**src/rtl/thresh_pkg.sv**
```systemverilog
// Shared definitions for the frame-mean threshold path: state encodings,
// accumulator sizing and pass bookkeeping reused by the FIFO read controller.
package thresh_pkg;

  typedef enum logic [1:0] {
    ST_ACCUM  = 2'd0,
    ST_DIVIDE = 2'd1,
    ST_APPLY  = 2'd2
  } state_e;

  // Each frame is read twice: once to accumulate, once to binarise.
  localparam int unsigned PASS_COUNT = 2;
  localparam int unsigned PASS_ACCUM = 0;
  localparam int unsigned PASS_APPLY = 1;

  // Accumulator wide enough for num_pixels full-scale pixels without overflow.
  function automatic int unsigned sum_width(input int unsigned data_width,
                                            input int unsigned num_pixels);
    return data_width + $clog2(num_pixels);
  endfunction

endpackage

```
**src/rtl/serial_divider.sv**
```systemverilog
// Restoring divider, one quotient bit per cycle; done pulses exactly
// SUM_WIDTH cycles after start (the first bit is produced on the start edge).
module serial_divider #(
  parameter int unsigned SUM_WIDTH     = 10,
  parameter int unsigned DIVISOR_WIDTH = 3
) (
  input  logic                     clk,
  input  logic                     reset,
  input  logic                     start,
  input  logic [SUM_WIDTH-1:0]     dividend,
  input  logic [DIVISOR_WIDTH-1:0] divisor,
  output logic                     busy,
  output logic                     done,
  output logic [SUM_WIDTH-1:0]     quotient
);

  localparam int unsigned CNT_WIDTH = $clog2(SUM_WIDTH + 1);

  logic [DIVISOR_WIDTH-1:0] rem_q, rem_n, src_rem;
  logic [SUM_WIDTH-1:0]     dvd_q, dvd_n, src_dvd, src_quot, quot_n;
  logic [DIVISOR_WIDTH:0]   trial;
  logic                     ge;
  logic [CNT_WIDTH-1:0]     cnt_q;

  // One restoring step, seeded from the operands on start.
  always_comb begin
    src_rem  = start ? '0 : rem_q;
    src_dvd  = start ? dividend : dvd_q;
    src_quot = start ? '0 : quotient;
    trial    = {src_rem, src_dvd[SUM_WIDTH-1]};
    ge       = trial >= {1'b0, divisor};
    rem_n    = ge ? DIVISOR_WIDTH'(trial - {1'b0, divisor}) : DIVISOR_WIDTH'(trial);
    quot_n   = {src_quot[SUM_WIDTH-2:0], ge};
    dvd_n    = {src_dvd[SUM_WIDTH-2:0], 1'b0};
  end

  always_ff @(posedge clk or posedge reset) begin
    if (reset) begin
      rem_q    <= '0;
      dvd_q    <= '0;
      quotient <= '0;
      cnt_q    <= '0;
      busy     <= 1'b0;
      done     <= 1'b0;
    end else begin
      done <= 1'b0;
      if (start) begin
        rem_q    <= rem_n;
        dvd_q    <= dvd_n;
        quotient <= quot_n;
        cnt_q    <= CNT_WIDTH'(SUM_WIDTH - 1);
        busy     <= 1'b1;
      end else if (busy) begin
        rem_q    <= rem_n;
        dvd_q    <= dvd_n;
        quotient <= quot_n;
        cnt_q    <= cnt_q - CNT_WIDTH'(1);
        if (cnt_q == CNT_WIDTH'(1)) begin
          busy <= 1'b0;
          done <= 1'b1;
        end
      end
    end
  end

endmodule

```
**src/rtl/mean_threshold_unit.sv**
```systemverilog
// Two-pass frame binariser: pass 1 sums the frame and divides for the mean,
// pass 2 thresholds each pixel against that mean.
module mean_threshold_unit
  import thresh_pkg::*;
#(
  parameter int unsigned DATA_WIDTH = 8,
  parameter int unsigned NUM_PIXELS = 4
) (
  input  logic                  clk,
  input  logic                  reset,
  input  logic                  pix_valid,
  input  logic [DATA_WIDTH-1:0] pix_in,
  output logic                  in_ready,
  output logic                  out_valid,
  output logic                  bin_out,
  output logic [DATA_WIDTH-1:0] pix_out,
  output logic [DATA_WIDTH-1:0] threshold,
  output logic                  thresh_valid,
  output logic                  frame_done
);

  localparam int unsigned SUM_WIDTH = sum_width(DATA_WIDTH, NUM_PIXELS);
  localparam int unsigned CNT_WIDTH = $clog2(NUM_PIXELS);
  localparam int unsigned DIV_WIDTH = $clog2(NUM_PIXELS + 1);

  state_e                 state;
  logic [SUM_WIDTH-1:0]   sum, sum_next, quotient;
  logic [CNT_WIDTH-1:0]   pix_cnt;
  logic                   xfer, last_pix, div_start, div_busy, div_done;
  logic                   div_unused;

  assign in_ready  = (state == ST_ACCUM) | (state == ST_APPLY);
  assign xfer      = pix_valid & in_ready;
  assign last_pix  = pix_cnt == CNT_WIDTH'(NUM_PIXELS - 1);
  assign sum_next  = sum + SUM_WIDTH'(pix_in);
  // Divider starts on the edge that absorbs the last pass-1 pixel.
  assign div_start = (state == ST_ACCUM) & xfer & last_pix;

  // The mean of DATA_WIDTH-bit pixels always fits in DATA_WIDTH bits.
  assign div_unused = ^{div_busy, quotient[SUM_WIDTH-1:DATA_WIDTH]};

  serial_divider #(
    .SUM_WIDTH     (SUM_WIDTH),
    .DIVISOR_WIDTH (DIV_WIDTH)
  ) u_div (
    .clk      (clk),
    .reset    (reset),
    .start    (div_start),
    .dividend (sum_next),
    .divisor  (DIV_WIDTH'(NUM_PIXELS)),
    .busy     (div_busy),
    .done     (div_done),
    .quotient (quotient)
  );

  always_ff @(posedge clk or posedge reset) begin
    if (reset) begin
      state        <= ST_ACCUM;
      sum          <= '0;
      pix_cnt      <= '0;
      out_valid    <= 1'b0;
      bin_out      <= 1'b0;
      pix_out      <= '0;
      threshold    <= '0;
      thresh_valid <= 1'b0;
      frame_done   <= 1'b0;
    end else begin
      out_valid  <= 1'b0;
      frame_done <= 1'b0;
      case (state)
        ST_ACCUM: begin
          if (xfer) begin
            sum <= sum_next;
            if (last_pix) begin
              pix_cnt      <= '0;
              thresh_valid <= 1'b0;
              state        <= ST_DIVIDE;
            end else begin
              pix_cnt <= pix_cnt + CNT_WIDTH'(1);
            end
          end
        end
        ST_DIVIDE: begin
          if (div_done) begin
            threshold    <= quotient[DATA_WIDTH-1:0];
            thresh_valid <= 1'b1;
            state        <= ST_APPLY;
          end
        end
        ST_APPLY: begin
          if (xfer) begin
            out_valid <= 1'b1;
            bin_out   <= pix_in >= threshold;
            pix_out   <= (pix_in >= threshold) ? '1 : '0;
            if (last_pix) begin
              frame_done   <= 1'b1;
              thresh_valid <= 1'b0;
              sum          <= '0;
              pix_cnt      <= '0;
              state        <= ST_ACCUM;
            end else begin
              pix_cnt <= pix_cnt + CNT_WIDTH'(1);
            end
          end
        end
        default: state <= ST_ACCUM;
      endcase
    end
  end

endmodule

```
**config.mk**
```make
export PLATFORM = sky130hd
export DESIGN_NAME = mean_threshold_unit
export DESIGN_NICKNAME = d
export VERILOG_FILES = /design/src/rtl/thresh_pkg.sv /design/src/rtl/serial_divider.sv /design/src/rtl/mean_threshold_unit.sv
export SDC_FILE = /design/constraint.sdc
export NUM_CORES = 1
export LEC_CHECK = 0
export CAP_MARGIN = 15
export CORE_ASPECT_RATIO = 1.5
export CORE_UTILIZATION = 46
export DETAILED_ROUTE_END_ITERATION = 7
export PLACE_DENSITY = 0.67
export RECOVER_POWER = 25
export SYNTH_ARGS = -nofsm -noshare
export SYNTH_HDL_FRONTEND = slang
export SYNTH_SLANG_ARGS = --single-unit
```
**constraint.sdc**
```tcl
create_clock -name clk -period 2.65 [get_ports clk]
set_clock_uncertainty 0.05 [all_clocks]
set_input_delay 0.53 -clock clk [delete_from_list [all_inputs] [get_ports clk]]
set_output_delay 0.53 -clock clk [all_outputs]
set_load 0.005 [all_outputs]
```
# Word level (Yosys, flattened, before mapping)
# Index checks and enable logic that the tools add are counted.
# word_totals
romBits	0
ram_bits	0
latchBits	0
elab_cells	86
mem_count	0
ff_bits	61
out_inout_bits	21
# op_classes
n_div	0
n_mux	39
n_shift	0
n_mul	0
bitwise	4
magnitude_cmp	2
n_eq_ne	11
add_sub_neg	4
reduce_logical	11
# op_table
op	n
10-bit two-way mux	6
8-bit two-way mux	3
10-bit one-hot mux with 2 select lines	1
1-bit two-way mux	14
2-bit two-way mux	6
3-bit two-way mux	4
10-bit by 8-bit adder with 10-bit output	1
8-bit >= comparator	1
4-bit two-way mux	2
2-bit inequality test (second input constant)	4
4-bit AND reduction	2
7-bit two-way mux	1
2-bit by 1-bit inequality test with 1-bit output (second input constant)	3
2-bit one-hot mux with 3 select lines	1
2-bit AND reduction	3
2-bit nonzero test	3
5-bit AND reduction	1
2-bit == test (second input constant)	2
4-bit by 1-bit == test with 1-bit output (second input constant)	1
4-bit by 3-bit >= comparator with 1-bit output (second input constant)	1
4-bit by 1-bit subtractor with 4-bit output (second input constant)	1
1-bit AND	3
3-bit subtractor (second input constant)	1
2-bit by 1-bit adder with 2-bit output (second input constant)	1
other kinds (5)	5

# Logic depth before layout (Yosys ltp)
# Gate-level depths: netlist of run 1.
# logic_depth
depth_word	10
ltp_mapped	7
ltp_nobuf	7

# By module
# From an unflattened synthesis of run 1, not the netlist that was laid out.
# hier_totals
hier_cells	305
area_unflattened_um2	3050.4
# by_module_without_submodules
mod	instances	cells_per_inst	area_per_inst_um2
mean_threshold_unit	1	166	1631.6
serial_divider	1	139	1418.9

# Worst setup path after synthesis of run 1
# Ideal clock, no wire load.
# synth_timing
kind	input to register
from	input pix_in[0]
to	register u_div.dvd_q[7]
path_stages	7
arrival_time_ns	1.935
setup_time_ns	0.128
setup_slack_ns	0.537
cell_sequence	ha_1 fa_1 a211oi_1 o21bai_1 a21oi_1 xor2_1 o21ai_0
# synth_via
elab_chain_len	4
# synth_lines
item	line_no	rtl
start: declaration	mean_threshold_unit.sv:12	input logic [DATA_WIDTH-1:0] pix_in,
10-bit by 8-bit adder with 10-bit output *	mean_threshold_unit.sv:35	assign sum_next = sum + SUM_WIDTH'(pix_in);
10-bit two-way mux *	serial_divider.sv:28	src_dvd = start ? dividend : dvd_q;
10-bit two-way mux	serial_divider.sv:53	end else if (busy) begin
10-bit two-way mux *	serial_divider.sv:47	if (start) begin
end signal: assignment	serial_divider.sv:49	dvd_q <= dvd_n;
end signal: assignment	serial_divider.sv:55	dvd_q <= dvd_n;
end: declaration	serial_divider.sv:20	logic [SUM_WIDTH-1:0] dvd_q, dvd_n, src_dvd, src_quot, quot_n;
# Mark *: on every way between the ends. The rest lies on a longest branch, timed or not. The select of a mux whose other input is x is not followed.
# A chain may end at the register's enable or synchronous reset.

# Worst setup path in the final report of run 1
# Same ends and word-level chain as after synthesis.

==> key figures, run 1 <==
Floorplanning
  – Num ports: 32
  – DIE HEIGHT: roughly 100 microns
  – Chip width: roughly 66 microns
  – Die area: 6427 sq um
  – Initial core utilization: 48.18%
  – Rows: 34
  – Core footprint: 5828 sq um

Synth
  – Top_reg_cell synth: dfrtp_1
  – Mapped Cells: 272
  – Yosys warns: 0
  – Post-synth top area share: 46.35%
  – Ys async rst share: 100.0%
  – Synth Area per Inst: 10.32 sq um
  – Seq/Total Area, Yosys: 46.35%
  – Synthesis-stage register bit count: 52
  – Netlist cell types: 39
  – Synthesized Nets: 303
  – Post-synth top area cell: dfrtp_1
  – Post-synth EDFFs: 0
  – Ranking of synthesized cells by area: dfrtp_1 (46%), ha_1 (8.5%), mux2_2 (5.2%)
  – Synth Cell Area: 2808 sq um

STA
  – Max Freq: 429.2 MHz
  – Post-route minimum period: between 2 and 2.5 ns
  – Hold Slack: 0.4490 ns
  – Max-slew violations: 0
  – Final Hold Fails: 0
  – RSZ-0062 raised after global routing: no
  – Finish-stage setup viols: 0
  – Worst slew margin: between 40% and 50%
  – PnR worst setup slack: 0.3201 ns
  – Worst-margin pin slew: 0.8490 ns
  – Setup_tns: 0 ns
  – Crit share post-route: 87.92%

Clock network
  – CTS Buffer Depth: 2
  – Worst-path clk slew: about 0.09 ns
  – Post-CTS sizing: 0
  – CTS H-tree lvls: 2
  – Clock latency on the worst-skew pair: 0.30 ns
  – Hold buffer count at cts: 0
  – CTS root buffer: clkbuf_8
  – Sink Count: 52
  – Clock tree from TritonCTS: done
  – Setup bufs post-CTS: 0
  – Num CTS Buffers: 5

Global route
  – Initial antenna violation count: 0
  – Remaining global-route overflow: 0
  – Gr usage total: about a fifth
  – First-pass GRT wire length: ~10000 microns
  – Number of global-route vias before repair: about 2,100
  – Largest net degree at the start of global routing: 25

Drt
  – # DRC: 0
  – Pre-antenna DRT Iters: 4
  – Antenna-violating nets left: 0
  – DR vias: 2,026
  – DR iter-0 viols: 108
  – WL per Instance: 15.03 microns
  – Routed Wire Length: 5650 microns
  – Via density: 5.388

Worst setup path
  – Crit path capture type: flip-flop
  – Slowest-stage cell, CP: clkdlybuf4s50_1
  – CP required: 2.78 ns
  – Data arrival time of the worst path: 2.46 ns
  – Critical Path Source Type: input pin
  – WS Path Type: in2reg
  – CP max FO: 2
  – Cells along the critical path: clkdlybuf4s50_1 -> ha_1 -> fa_1 -> a211oi_1 -> o21bai_1 -> a21oi_1 -> xor2_1 -> o21ai_0
  – Max incr delay on CP: 0.42 ns

Placement
  – Cell count after placement: 368
  – GP Congestion: 0.8148
  – DP Area: 3173 sq um
  – Port Buf Inserts: 31
  – DPL Wire Length: 4358 microns
  – Pre-CTS setup slack: 0.005859 ns

Cells and area
  – Most common cell after layout, fill and taps aside: dfrtp_1
  – Non-Filler Instances: 376
  – Synth-to-Final Area Change: 15.78%
  – Most frequent cells in the layout: dfrtp_1 (52), nand2_1 (34), clkdlybuf4s50_1 (30)
  – Layout Cell Area excl Fill: 3251 sq um
  – Layout cells sized above 1: approximately 10%
  – Post-layout util: 55.78%
  – N_diodes: 0
  – Final #Nets: 334

Power and ir drop
  – VDD IR max: 558.4 uV
  – Pwr Total: roughly 3.5 mW
  – Pwr Density: 1073 nW/um^2
  – Pleak: around 1.5 nW

Flow run
  – Max-cap viol count: 0

Run status
  – Status: complete, no violations

Min path
  – Worst min-delay path class: reg2reg
power by group:
part	switching [mW]	internal (mW)
Sequential	0.274	1.11
Combinational	0.812	0.850
Clock	0.249	0.189
worst paths after layout:
path | from | to | slack (ns) | cells after the start
max | pix_in[0] | u_div.dvd_q[7] | 0.32 | 8
min | thresh_valid | thresh_valid | 0.45 | 2
max reg2reg | sum[0] | u_div.dvd_q[7] | 0.62 | 7
min reg2reg | thresh_valid | thresh_valid | 0.45 | 2
max in group asynchronous | reset | sum[1] | 0.56 | 3
min in group asynchronous | reset | threshold[3] | 0.78 | 2
synthesized netlist by cell type (all sizes together), types with 4 or more instances:
master / n
a22o: 6
nor2b: 4
dfrtp: 52
xor2: 5
mux2i: 13
a21oi: 12
buf: 15
nand2: 34
xnor2: 5
mux2: 13
nor2: 21
a211oi: 8
inv: 15
ha: 19
o21ai: 20
per-layer routing:
metal  wire length, microns  up-vias  global-route usage [%]
li1                       -     1002                       -
met1                   2342      976                   24.87
met2                   2962       37                   33.99
met3                    148       11                   3.991
met4                    196        0                   9.532
met5                      0        -                       0
state kept, by name (all words and copies together), names as in the netlist:
register,count
state,2
threshold,8
u_div.busy,1
u_div.quotient,8
u_div.cnt_q,4
pix_out,1
frame_done,1
thresh_valid,1
out_valid,1
u_div.done,1
u_div.rem_q,3
pix_cnt,2
sum,10
u_div.dvd_q,9
final cells by class:
class                           instances  area (sq um)
Inverter                               15         56.30
Sequential cell                        52          1301
Clock buffer                            7         76.32
Multi-Input combinational cell        188          1340
Tap cell                               72         90.09
Clock inverter                          1         8.758
Fill cell                             530          2577
Timing Repair Buffer                   41         377.9
kinds of logic after synthesis:
logic type      share of synthesized area [%]
simple gates                            11.59
compound gates                          13.99
flops                                   46.35
buf+inv                                 5.927
mux                                     9.848
fa+ha+maj                               9.180
xor+xnor                                3.119
worst max-delay path, delay by kind of cell:
kind | cells | cell delay (ns)
buf+inv | 1 | 0.42
fa+ha+maj | 2 | 0.63
xor+xnor | 1 | 0.18
compound gates | 4 | 0.69
Power figures use the tool's default switching activity.
==> inputs of run 2 (changes only) <==
--- a/config.mk
+++ b/config.mk
@@ -7,9 +7,10 @@
 export LEC_CHECK = 0
 export CAP_MARGIN = 15
 export CORE_ASPECT_RATIO = 1.5
-export CORE_UTILIZATION = 46
+export CORE_UTILIZATION = 49
+export CTS_CLUSTER_SIZE = 8
 export DETAILED_ROUTE_END_ITERATION = 7
-export PLACE_DENSITY = 0.67
+export PLACE_DENSITY = 0.71
 export RECOVER_POWER = 25
 export SYNTH_ARGS = -nofsm -noshare
 export SYNTH_HDL_FRONTEND = slang
==> key figures, run 2 (synthesized netlist as in run 1, its figures left out) <==
Run status
  – Status: complete, no violations

Drt
  – DR vias: 2,013 (-0.64%)
  – WL per Instance: 15.43 microns (+2.7%)
  – Pre-antenna DRT Iters: 6 (+2)
  – # DRC: 0 (unchanged)
  – Antenna-violating nets left: 0 (unchanged)
  – DR iter-0 viols: 73 (-32%)
  – Routed Wire Length: 5771 microns (+2.1%)
  – Via density: 5.382 (-0.11%)

Cells and area
  – Layout cells sized above 1: 11.51% (+1.3 points)
  – Largest Register: sum
  – Register area: 1301 sq um (unchanged)
  – Most common cell after layout, fill and taps aside: dfrtp_1
  – Most frequent cells in the layout: dfrtp_1 (52), nand2_1 (34), clkdlybuf4s50_1 (30)
  – Largest register FFs: 10 (unchanged)
  – Top flop regs: sum x10, u_div.dvd_q x9
  – Number of fill cells in the layout: 477 (-10%)
  – Non-Filler Instances: 374 (-0.53%)
  – Area of the multi-input gates: 1340 sq um (unchanged)
  – N_diodes: 0 (unchanged)
  – Final #Nets: 334 (unchanged)
  – Synth-to-Final Area Change: 17.74%

Global route
  – First-pass GRT wire length: 9673 microns (-2.2%)
  – Largest net degree at the start of global routing: 31 (+24%)
  – Gr usage total: 21.28% (+0.79 points)
  – Number of global-route vias before repair: 1,983 (-4.2%)
  – Initial antenna violation count: 0 (unchanged)
  – Remaining global-route overflow: 0 (unchanged)

Worst setup path
  – Data arrival time of the worst path: 2.48 ns (+0.02 ns)
  – Crit path capture type: flip-flop
  – Critical Path Source Type: input pin
  – R2R setup slack: 0.62 ns (about the same)
  – RR Startpoint: sum[0]
  – R2R depth: 7 (unchanged)
  – CP required: 2.79 ns (about the same)
  – WS Path Type: in2reg
  – CP max FO: 3 (+1)
  – RR Endpoint: u_div.dvd_q[7]

Floorplanning
  – Initial core utilization: 51.13% (+3.0 points)
  – Num ports: 32 (unchanged)
  – Chip width: 63.81 microns (-3.0%)
  – Rows: 33 (-2.9%)
  – Core footprint: 5492 sq um (-5.8%)
  – Die area: 6043 sq um (-6.0%)
  – DIE HEIGHT: 94.71 microns (-3.0%)

Min path
  – Worst min-delay path class: reg2reg
  – Hold path start: u_div.done
  – WHS Path Cells: 1 (-1)
  – Worst hold endpoint: state[0]

Power and ir drop
  – Switching Fraction: 36.90% (-1.4 points)
  – Power share of the combinational group: 44.5% (-3.2 points)
  – P_int: 2.343 mW (+8.9%)
  – Clk pwr share: 17.6% (+5.0 points)
  – VDD IR max: 599.8 uV (+7.4%)
  – Pwr Density: 1124 nW/um^2 (+4.8%)
  – Pleak: 1.548 nW (+2.2%)
  – Pwr Total: 3.714 mW (+6.5%)
  – Sequential share of power: 37.9% (-1.9 points)
  – Sw Pwr: 1.371 mW (+2.6%)

STA
  – Worst slew margin: 43.66% (+0.32 points)
  – Post-route minimum period: 2.343 ns (+0.01352 ns)
  – Worst-margin pin slew: 0.8442 ns (-0.004813 ns)
  – PnR worst setup slack: 0.3066 ns (-0.01352 ns)
  – Crit share post-route: 88.43% (+0.51 points)
  – Max-slew violations: 0 (unchanged)
  – Final Hold Fails: 0 (unchanged)
  – Finish-stage setup viols: 0 (unchanged)
  – Setup_tns: 0 ns (unchanged)
  – RSZ-0062 raised after global routing: no
  – Max Freq: 426.7 MHz (-0.58%)

Clock network
  – Worst-path clk slew: 0.10 ns (about the same)
  – CTS Buffer Depth: 2 (unchanged)
  – CTS H-tree lvls: 2 (unchanged)
  – CTS root buffer: clkbuf_8
  – Setup bufs post-CTS: 0 (unchanged)
  – Sink Count: 52 (unchanged)
  – Clock tree from TritonCTS: done
  – Post-CTS sizing: 0 (unchanged)
  – Clock latency on the worst-skew pair: 0.31 ns (about the same)
  – Num CTS Buffers: 5 (unchanged)
  – Hold buffer count at cts: 0 (unchanged)

Placement
  – GP Congestion: 0.9328 (+14%)
  – DPL Wire Length: 4447 microns (+2.0%)
  – Pre-CTS setup slack: 0.001181 ns (-0.004677 ns)
  – Port Buf Inserts: 31 (unchanged)
  – Cell count after placement: 366 (-0.54%)

Flow run
  – Max-cap viol count: 0 (unchanged)
run 2: layout make-up:
type | instances | area share [%]
Sequential cell | 52 | 39.36
Timing Repair Buffer | 41 | 11.58
Multi-Input combinational cell | 188 | 40.54
Clock buffer | 5 | 2.082
Inverter | 15 | 1.703
Tap cell | 70 | 2.650
Clock inverter | 3 | 2.082
run 2: routing by layer:
metal | vias up | part of all wire (%) | GRT usage [%]
li1 | 999 | - | -
met1 | 982 | 42 | 25.16
met2 | 26 | 55 | 39.10
met3 | 6 | 1.8 | 2.778
met4 | 0 | 1.5 | 7.386
met5 | - | 0 | 0
run 2: stage by stage:
step                util, %  hold WS, ns  cell area [sq um]
global placement      57.96       0.4004               3183
global route          60.20       0.4292               3306
finish                60.20       0.4212               3306
CTS                   60.47       0.4235               3321
floorplan                 -       0.3727               2808
detailed placement    57.96       0.4053               3183
run 2: how the worst max path moves through the flow:
stage | startpoint | to | slack [ns] | depth (start not counted)
floorplan | pix_in[0] | u_div.dvd_q[7] | 0.54 | 7
global placement | pix_in[1] | u_div.rem_q[0] | 0.03 | 7
detailed placement | pix_in[0] | u_div.dvd_q[7] | 0.001 | 8
CTS | pix_in[1] | u_div.rem_q[0] | 0.32 | 7
global route | reset | sum[8] | 0.17 | 3
finish | pix_in[1] | u_div.rem_q[0] | 0.31 | 7
run 2: power groups by stage:
stage | clock [mW] | combinational (mW) | sequential [mW]
2_1_floorplan | 0 | 1.26 | 1.31
3_3_place_gp | 0 | 1.62 | 1.41
3_5_place_dp | 0 | 1.66 | 1.42
4_1_cts | 0.665 | 1.67 | 1.41
5_1_grt | 0.691 | 1.87 | 1.45
6_report | 0.655 | 1.65 | 1.41
run 2: worst max-delay path, cell delays in order:
cell and delay, ns:
clkdlybuf4s50_1 0.52, ha_1 0.38, a211oi_2 0.26, o21bai_1 0.13, a21o_2 0.26, a2111oi_4 0.29, nor3_1 0.11
